File: src/rtl/btn_debounce.sv
// Push-button conditioner: two-flop synchroniser, saturating stability
// counter and a single-cycle press pulse per stable press.
module btn_debounce #(
  parameter int DB_CYCLES = 4
) (
  input  logic clk,
  input  logic rst_n,
  input  logic btn_i,
  output logic press_o
);

  localparam int CW = $clog2(DB_CYCLES + 1);

  logic          sync1_q;
  logic          sync2_q;
  logic [CW-1:0] cnt_q;
  logic [CW-1:0] cnt_d;
  logic          press_q;
  logic          press_d;

  // Bring the asynchronous button level into the clock domain.
  always_ff @(posedge clk or negedge rst_n) begin
    if (!rst_n) begin
      sync1_q <= 1'b0;
      sync2_q <= 1'b0;
    end else begin
      sync1_q <= btn_i;
      sync2_q <= sync1_q;
    end
  end

  // Count stable-high cycles, saturating so a held button fires only once.
  always_comb begin
    cnt_d   = cnt_q;
    press_d = 1'b0;
    if (!sync2_q) begin
      cnt_d = '0;
    end else if (cnt_q != CW'(DB_CYCLES)) begin
      cnt_d   = cnt_q + CW'(1);
      press_d = (cnt_q == CW'(DB_CYCLES - 1));
    end
  end

  // Counter and pulse registers; the pulse coincides with the counter reaching its limit.
  always_ff @(posedge clk or negedge rst_n) begin
    if (!rst_n) begin
      cnt_q   <= '0;
      press_q <= 1'b0;
    end else begin
      cnt_q   <= cnt_d;
      press_q <= press_d;
    end
  end

  assign press_o = press_q;

endmodule

File: config.mk
export PLATFORM = sky130hd
export DESIGN_NAME = btn_debounce
export DESIGN_NICKNAME = d
export VERILOG_FILES = /design/src/rtl/btn_debounce.sv
export SDC_FILE = /design/constraint.sdc
export NUM_CORES = 1
export LEC_CHECK = 0
export CAP_MARGIN = 10
export CORE_AREA = 2 2 39 41
export CTS_CLUSTER_SIZE = 14
export DETAILED_ROUTE_END_ITERATION = 10
export DIE_AREA = 0 0 41 43
export PLACE_DENSITY_LB_ADDON = 0.15
export REMOVE_ABC_BUFFERS = 1
export SYNTH_ARGS = -nofsm -noshare
export SYNTH_HDL_FRONTEND = slang
export SYNTH_SLANG_ARGS = --single-unit
File: constraint.sdc
create_clock -name clk -period 1.5 [get_ports clk]
set_clock_uncertainty 0.1 [all_clocks]
set_input_delay 0.3 -clock clk [delete_from_list [all_inputs] [get_ports clk]]
set_output_delay 0.3 -clock clk [all_outputs]
set_load 0.02 [all_outputs]
# Yosys cells after proc, flatten, opt, wreduce, memory -nomap -nowiden
# Cells that the tools add are included.
[classes]
n_addsub = 1
n_eq_ne = 3
mux = 4
[op_table]
columns = ["cell", "n"]
rows = [
  ["3-bit 2-to-1 mux", 2],
  ["3-bit by 1-bit adder with 3-bit output (second input constant)", 1],
  ["3-bit by 2-bit equality test with 1-bit output (second input constant)", 1],
  ["3-bit inequality test (second input constant)", 1],
  ["1-bit 2-to-1 mux", 2],
  ["2-bit by 1-bit inequality test with 1-bit output (second input constant)", 1],
]
[word_totals]
regBits = 6
input_bits = 3
out_inout_bits = 1

# Depth between registers and ports, before layout
# Gate-level depths: netlist (run 1).
[depth]
depth_word = 3
depth_mapped = 4
depth_no_buf = 4

# Least setup slack after synthesis (run 1)
# OpenSTA, ideal clock, no wires.
[synth_timing]
path_type = "flip-flop to flip-flop"
start = "reg cnt_q[0]"
end = "reg cnt_q[2]"
arrival_time_ns = 0.955
required_ns = 1.316
setup_slack_ns = 0.361
path_stages_with_launch = 4
n_path_buf = 0
cell_sequence = "dfrtp_1 > ha_1 > ha_1 > a21boi_0"
[synth_between]
elab_chain_cells = 3
elab_cells_between_ends = 5
[synth_rtl]
columns = ["item", "line_no", "rtl"]
rows = [
  ["from (decl)", "16", "logic [CW-1:0] cnt_q;"],
  ["from (signal assigned)", "50", "cnt_q <= cnt_d;"],
  ["3-bit by 1-bit adder with 3-bit output", "39", "cnt_d = cnt_q + CW'(1);"],
  ["3-bit 2-to-1 mux", "38", "end else if (cnt_q != CW'(DB_CYCLES)) begin"],
  ["3-bit 2-to-1 mux", "36", "if (!sync2_q) begin"],
]
# Several ways; a longest one is shown, not always the timed one. The select of a mux whose other input is x is not followed.
# A chain may end at the register's enable or synchronous reset.

# Final worst setup path (run 1)
[layout_timing]
start = "reg press_q (netlist: press_o)"
end = "out press_o"
[layout_rtl]
columns = ["item", "line_no", "rtl"]
rows = [
  ["from (decl)", "18", "logic press_q;"],
  ["from (signal assigned)", "51", "press_q <= press_d;"],
  ["to (decl)", "9", "output logic press_o"],
]
# No word-level cell between the ends.

==> results of run 1 <==
-- metrics by stage --
step                 util  total power [W]
floorplan               -         0.000287
global placement    0.220         0.000317
detailed placement  0.220         0.000321
CTS                 0.235         0.000473
global route        0.235         0.000501
finish              0.235         0.000463
-- power by group through the flow --
stage / sequential [W] / clock, W / combinational [W]
2_1_floorplan: 0.000217 / 0 / 0.0000693
4_1_cts: 0.000217 / 0.000157 / 0.0000989
3_3_place_gp: 0.000220 / 0 / 0.0000968
6_report: 0.000218 / 0.000149 / 0.0000964
5_1_grt: 0.000223 / 0.000162 / 0.000117
3_5_place_dp: 0.000220 / 0 / 0.000101
-- flip-flops by register name, indices dropped and copies added, names as in the netlist --
register	cells
press_o	1
cnt_q	3
sync1_q	1
sync2_q	1
-- cell families after synthesis --
group | after synthesis
compound gates | 3
fa+ha+maj | 3
buf+inv | 3
flops | 6
mux | 1
simple gates | 5
-- routing by layer --
metal | part of all wire | wire length [um] | global-route usage
met1 | 0.51 | 192 | 0.0721
met2 | 0.42 | 156 | 0.0656
met3 | 0.067 | 25 | 0.0314
met4 | 0 | 0 | 0.0600
met5 | 0 | 0 | 0
-- placed cells by master, fill, tap and decap left out, types with 2 or more instances in the layout --
cell type / netlist / final
clkdlybuf4s50_1: 0 / 2
inv_1: 3 / 3
nand2_1: 3 / 3
dfrtp_1: 6 / 6
clkbuf_4: 0 / 3
ha_1: 3 / 3
-- area by class of cell --
| class | instances | area share |
|---|---|---|
| Timing Repair Buffer | 3 | 0.0885 |
| Inverter | 3 | 0.0346 |
| Sequential cell | 6 | 0.462 |
| Clock buffer | 3 | 0.0692 |
| Multi-Input combinational cell | 12 | 0.285 |
| Tap cell | 16 | 0.0615 |
-- worst max path at each step --
| stage | endpoint | depth (start not counted) |
|---|---|---|
| after global placement | press_o | 1 |
| after detailed placement | press_o | 1 |
| final | press_o | 1 |
| after CTS | press_o | 1 |
| after global routing | press_o | 1 |
| after floorplan | cnt_q[2] | 3 |
-- what timing repair did --
item                                    in CTS  in global routing
hold endpoints to repair                     0                  0
resized for setup                            1                  0
endpoints found under the setup margin       1                  0
==> flow_summary.toml, run 1 <==
[yosys]
synth_compound_area_frac = 0.0788
synth_fa_ha_area_frac = 0.148
yosysUniqueCellTypes = 10
synth.avg_cell_area_um2 = 12.1
synth-seq-cells = 6
muxShareOfSynthArea = 0.0394
yosys.area_share.simple = 0.0985
synth_edf_count = 0
netlist.area_leader.share = 0.591
synth_top_family_by_area = "adder cells"
yosys_warnings = 0
synthFlopType = "dfrtp_1"
async_flop_share = 1.00
netlist.top_cell.by_area = "dfrtp_1"
ys_top_cells_by_area = "dfrtp_1, ha_1, inv_1"
netlist_top_cells_count = "dfrtp_1, ha_1, inv_1, nand2_1"
synthXorXnorAreaFrac = 0
synth_cells = 21
synth_area_um2 = 254
synth.most_common_cell = "dfrtp_1"
ys_seq_area_frac = 0.591

[setup_path]
crit_family = "flip-flops"
cp_num_buf_inv = 1
critical_path_class = "register to primary output"
rr_startpoint = "cnt_q[0]"
r2r-end = "cnt_q[2]"
critPathLaunch = "press_o"
cp-end-kind = "primary output"
path_cells = "dlygate4sd2_1"
r2r_slack_ns = 0.27
worstPathMaxFanout = 1
slowest_stage = "dfrtp_1"
cpPeakStageDelay_ns = 0.35
cp-start-kind = "register"
worstPathArrival_ns = 0.90
ff2ff_path_depth = 3
cp.required_ns = 1.10

[cts]
clk_pin_slew_ns = 0.05
cts_sinks = 6
postCtsHoldBufs = 0
htreeDepth = 1
cts_setup_buffers = 0
insertion_delay_ns = 0.24
cts_tree = "yes"
ctsLongestPathBuffers = 2
cts_buffers = 3
cts_root_buf = "clkbuf_4"

[timing]
relSlewSlack = 0.814
min_period_ns = 1.30
timing.fmax_mhz = 769
final-setup-viol-count = 0
worst_slack_ns = 0.200
fin_crit_sh = 0.867
hold_viol = 0
whs_ns = 0.200
slew_viol_final = 0
rsz0062_at_grt = "false"
setup_tns_ns = 0
tightest_slew_ns = 0.278

[finish]
nets = 35
n_antenna_cell = 0
drive_above_1_share = 0.148
finalNonFillerCells = 43
areaGrowthSynthToFinish_pct = 28.1
seqCellArea_um2 = 150
fill_cells = 148
multi_input_area_um2 = 92.6
finalInstanceArea_um2 = 325

[floorplanning]
rows = 14
coreArea_um2 = 1380
start_util = 0.184
die_h_um = 43
io_pins = 4
die-area_um2 = 1760
die_width_um = 41

[pwr]
peakVddDrop_mv = 0.335
powerDensity_nw_per_um2 = 1420
p_comb_frac = 0.208
power.share.clock = 0.322
leakagePower_nw = 0.167
intPower_w = 0.000331
switchingPower_w = 0.000133
swShare = 0.286
pwr-share-seq = 0.470

[routing]
first_iter_violations = 6
drc = 0
wirelength_um = 374
vias = 158
antenna_left = 0
avgRoutedWirePerCell_um = 8.70
drt_pre_antenna_iters = 3
avgViaCountPerCell = 3.67

[grt]
grt_max_degree = 7
grt_pass1_vias = 157
track_usage = 0.0586
antenna_found_initial = 0
grt_overflow_total = 0
grt_pass1_wl_um = 627

[hold_path]
min_path_type = "input port to asynchronous set/reset pin"

[placement]
dp_cells = 40
numPortBuffers = 3
post-place-ws_ns = 0.210
place_congestion = 0.653
placed_area_um2 = 304

[outcome]
status = "completed"

[job]
drv_cap = 0
(Power assumes the default switching activity.)
==> run 2: changes to the inputs <==
- CELL_PAD_IN_SITES_DETAIL_PLACEMENT: default -> 1
- CELL_PAD_IN_SITES_GLOBAL_PLACEMENT: default -> 1
- PLACE_DENSITY: default -> 0.49
- PLACE_DENSITY_LB_ADDON: 0.15 -> default
==> run 2 against run 1 <==
  * Register-to-register slack improved by 0.03 ns
  * Total power is 0.80% lower
  * Sequential power about the same
  * Cell count stayed put
  * Die area unchanged
  * Non-clock buffer count stayed put
  * Combinational power up 3.5%
  * Hold slack gained 0.0026 ns
==> flow_summary.toml, run 2 (same netlist as run 1, synthesis figures left out) <==
[placement]
place_congestion = 0.712
numPortBuffers = 3
dp_hpwl_um = 312
dp_cells = 40
post-place-ws_ns = 0.204

[setup_path]
cp-end-kind = "primary output"
crit_family = "flip-flops"
worstPathArrival_ns = 0.89
worstPathMaxFanout = 1
cp-start-kind = "register"
cp_num_buf_inv = 1
slowest_stage = "dfrtp_1"
critPathLaunch = "press_o"
rr_startpoint = "cnt_q[0]"
cpPeakStageDelay_ns = 0.34
cp.required_ns = 1.10
path_cells = "dlygate4sd2_1"
critical_path_class = "register to primary output"

[floorplanning]
io_pins = 4
rows = 14
die_h_um = 43
die-area_um2 = 1760
die_width_um = 41
coreArea_um2 = 1380
start_util = 0.184

[pwr]
peakVddDrop_mv = 0.447
p_comb_frac = 0.217
switchingPower_w = 0.000127
powerDensity_nw_per_um2 = 1410
pwr-share-seq = 0.473
leakagePower_nw = 0.167
swShare = 0.277
intPower_w = 0.000332
power.share.clock = 0.310

[timing]
tightest_slew_ns = 0.273
final-setup-viol-count = 0
rsz0062_at_grt = "false"
fin_crit_sh = 0.862
setup_tns_ns = 0
relSlewSlack = 0.818
slew_viol_final = 0
hold_viol = 0
min_period_ns = 1.29
timing.fmax_mhz = 774
worst_slack_ns = 0.207
whs_ns = 0.203

[finish]
nets = 35
drive_above_1_share = 0.148
finalNonFillerCells = 43
largest_reg_flops = 3
top_register = "cnt_q"
n_antenna_cell = 0
layout_commonest_cell = "dfrtp_1"
final_util = 0.235
areaGrowthSynthToFinish_pct = 28.1
layout_common_cells = "dfrtp_1, inv_1, nand2_1, ha_1, clkbuf_4"
fill_cells = 159

[routing]
vias = 158
first_iter_violations = 1
avgViaCountPerCell = 3.67
drt_pre_antenna_iters = 2
avgRoutedWirePerCell_um = 8.49
antenna_left = 0
drc = 0
wirelength_um = 365

[outcome]
status = "completed"

[cts]
cts_root_buf = "clkbuf_4"
insertion_delay_ns = 0.24
cts_tree = "yes"
ctsLongestPathBuffers = 2
cts.repair.resized = 1
cts_sinks = 6
cts_setup_buffers = 0
postCtsHoldBufs = 0
cts_buffers = 3
clk_pin_slew_ns = 0.04
htreeDepth = 1

[grt]
grt_pass1_vias = 208
grt_pass1_wl_um = 752
track_usage = 0.0657
grt_max_degree = 7
antenna_found_initial = 0
grt_overflow_total = 0

[job]
drv_cap = 0

[hold_path]
min_path_type = "input port to asynchronous set/reset pin"
==> run 2: layout make-up <==
cell class,count,area (um2),share of cell area
clock buffers,3,22.5,0.0692
multi-input cells,12,92.6,0.285
well taps,16,20.0,0.0615
inverters,3,11.3,0.0346
repair buffers,3,28.8,0.0885
flip-flops and latches,6,150,0.462
==> run 2: path summary, 6_finish.rpt <==
check / end / slack (ns) / cells after the start
worst max-delay path: press_o / 0.21 / 1
worst min-delay path: cnt_q[2] / 0.20 / 1
worst max register to register: cnt_q[2] / 0.30 / 3
worst min register to register: sync2_q / 0.26 / 0
max in group asynchronous: sync2_q / 0.88 / 1
min in group clk: sync2_q / 0.26 / 0
==> run 2: through the flow <==
| stage | power (W) | cell area [um2] |
|---|---|---|
| after detailed placement | 0.000326 | 304 |
| after floorplan | 0.000287 | 254 |
| after global routing | 0.000505 | 325 |
| after global placement | 0.000316 | 304 |
| after CTS | 0.000474 | 325 |
| final | 0.000460 | 325 |
==> run 2: layer usage <==
metal | share of wire | global-route usage
met5 | 0 | 0
met4 | 0 | 0.0600
met3 | 0.038 | 0.0157
met2 | 0.60 | 0.106
met1 | 0.36 | 0.0625
==> run 2: power by group through the flow <==
| stage | logic (W) | clock network, W | registers, W |
|---|---|---|---|
| detailed placement | 0.000106 | 0 | 0.000220 |
| global route | 0.000119 | 0.000162 | 0.000224 |
| floorplan | 0.0000693 | 0 | 0.000217 |
| global placement | 0.0000965 | 0 | 0.000220 |
| finish | 0.0000998 | 0.000143 | 0.000217 |
| CTS | 0.000104 | 0.000152 | 0.000218 |
==> run 3: changes to the inputs <==
- HOLD_SLACK_MARGIN: default -> 0.15
- REMOVE_ABC_BUFFERS: 1 -> default
==> results of run 3 <==
No change in the layout: final DEF, timing and power equal those of run 2.
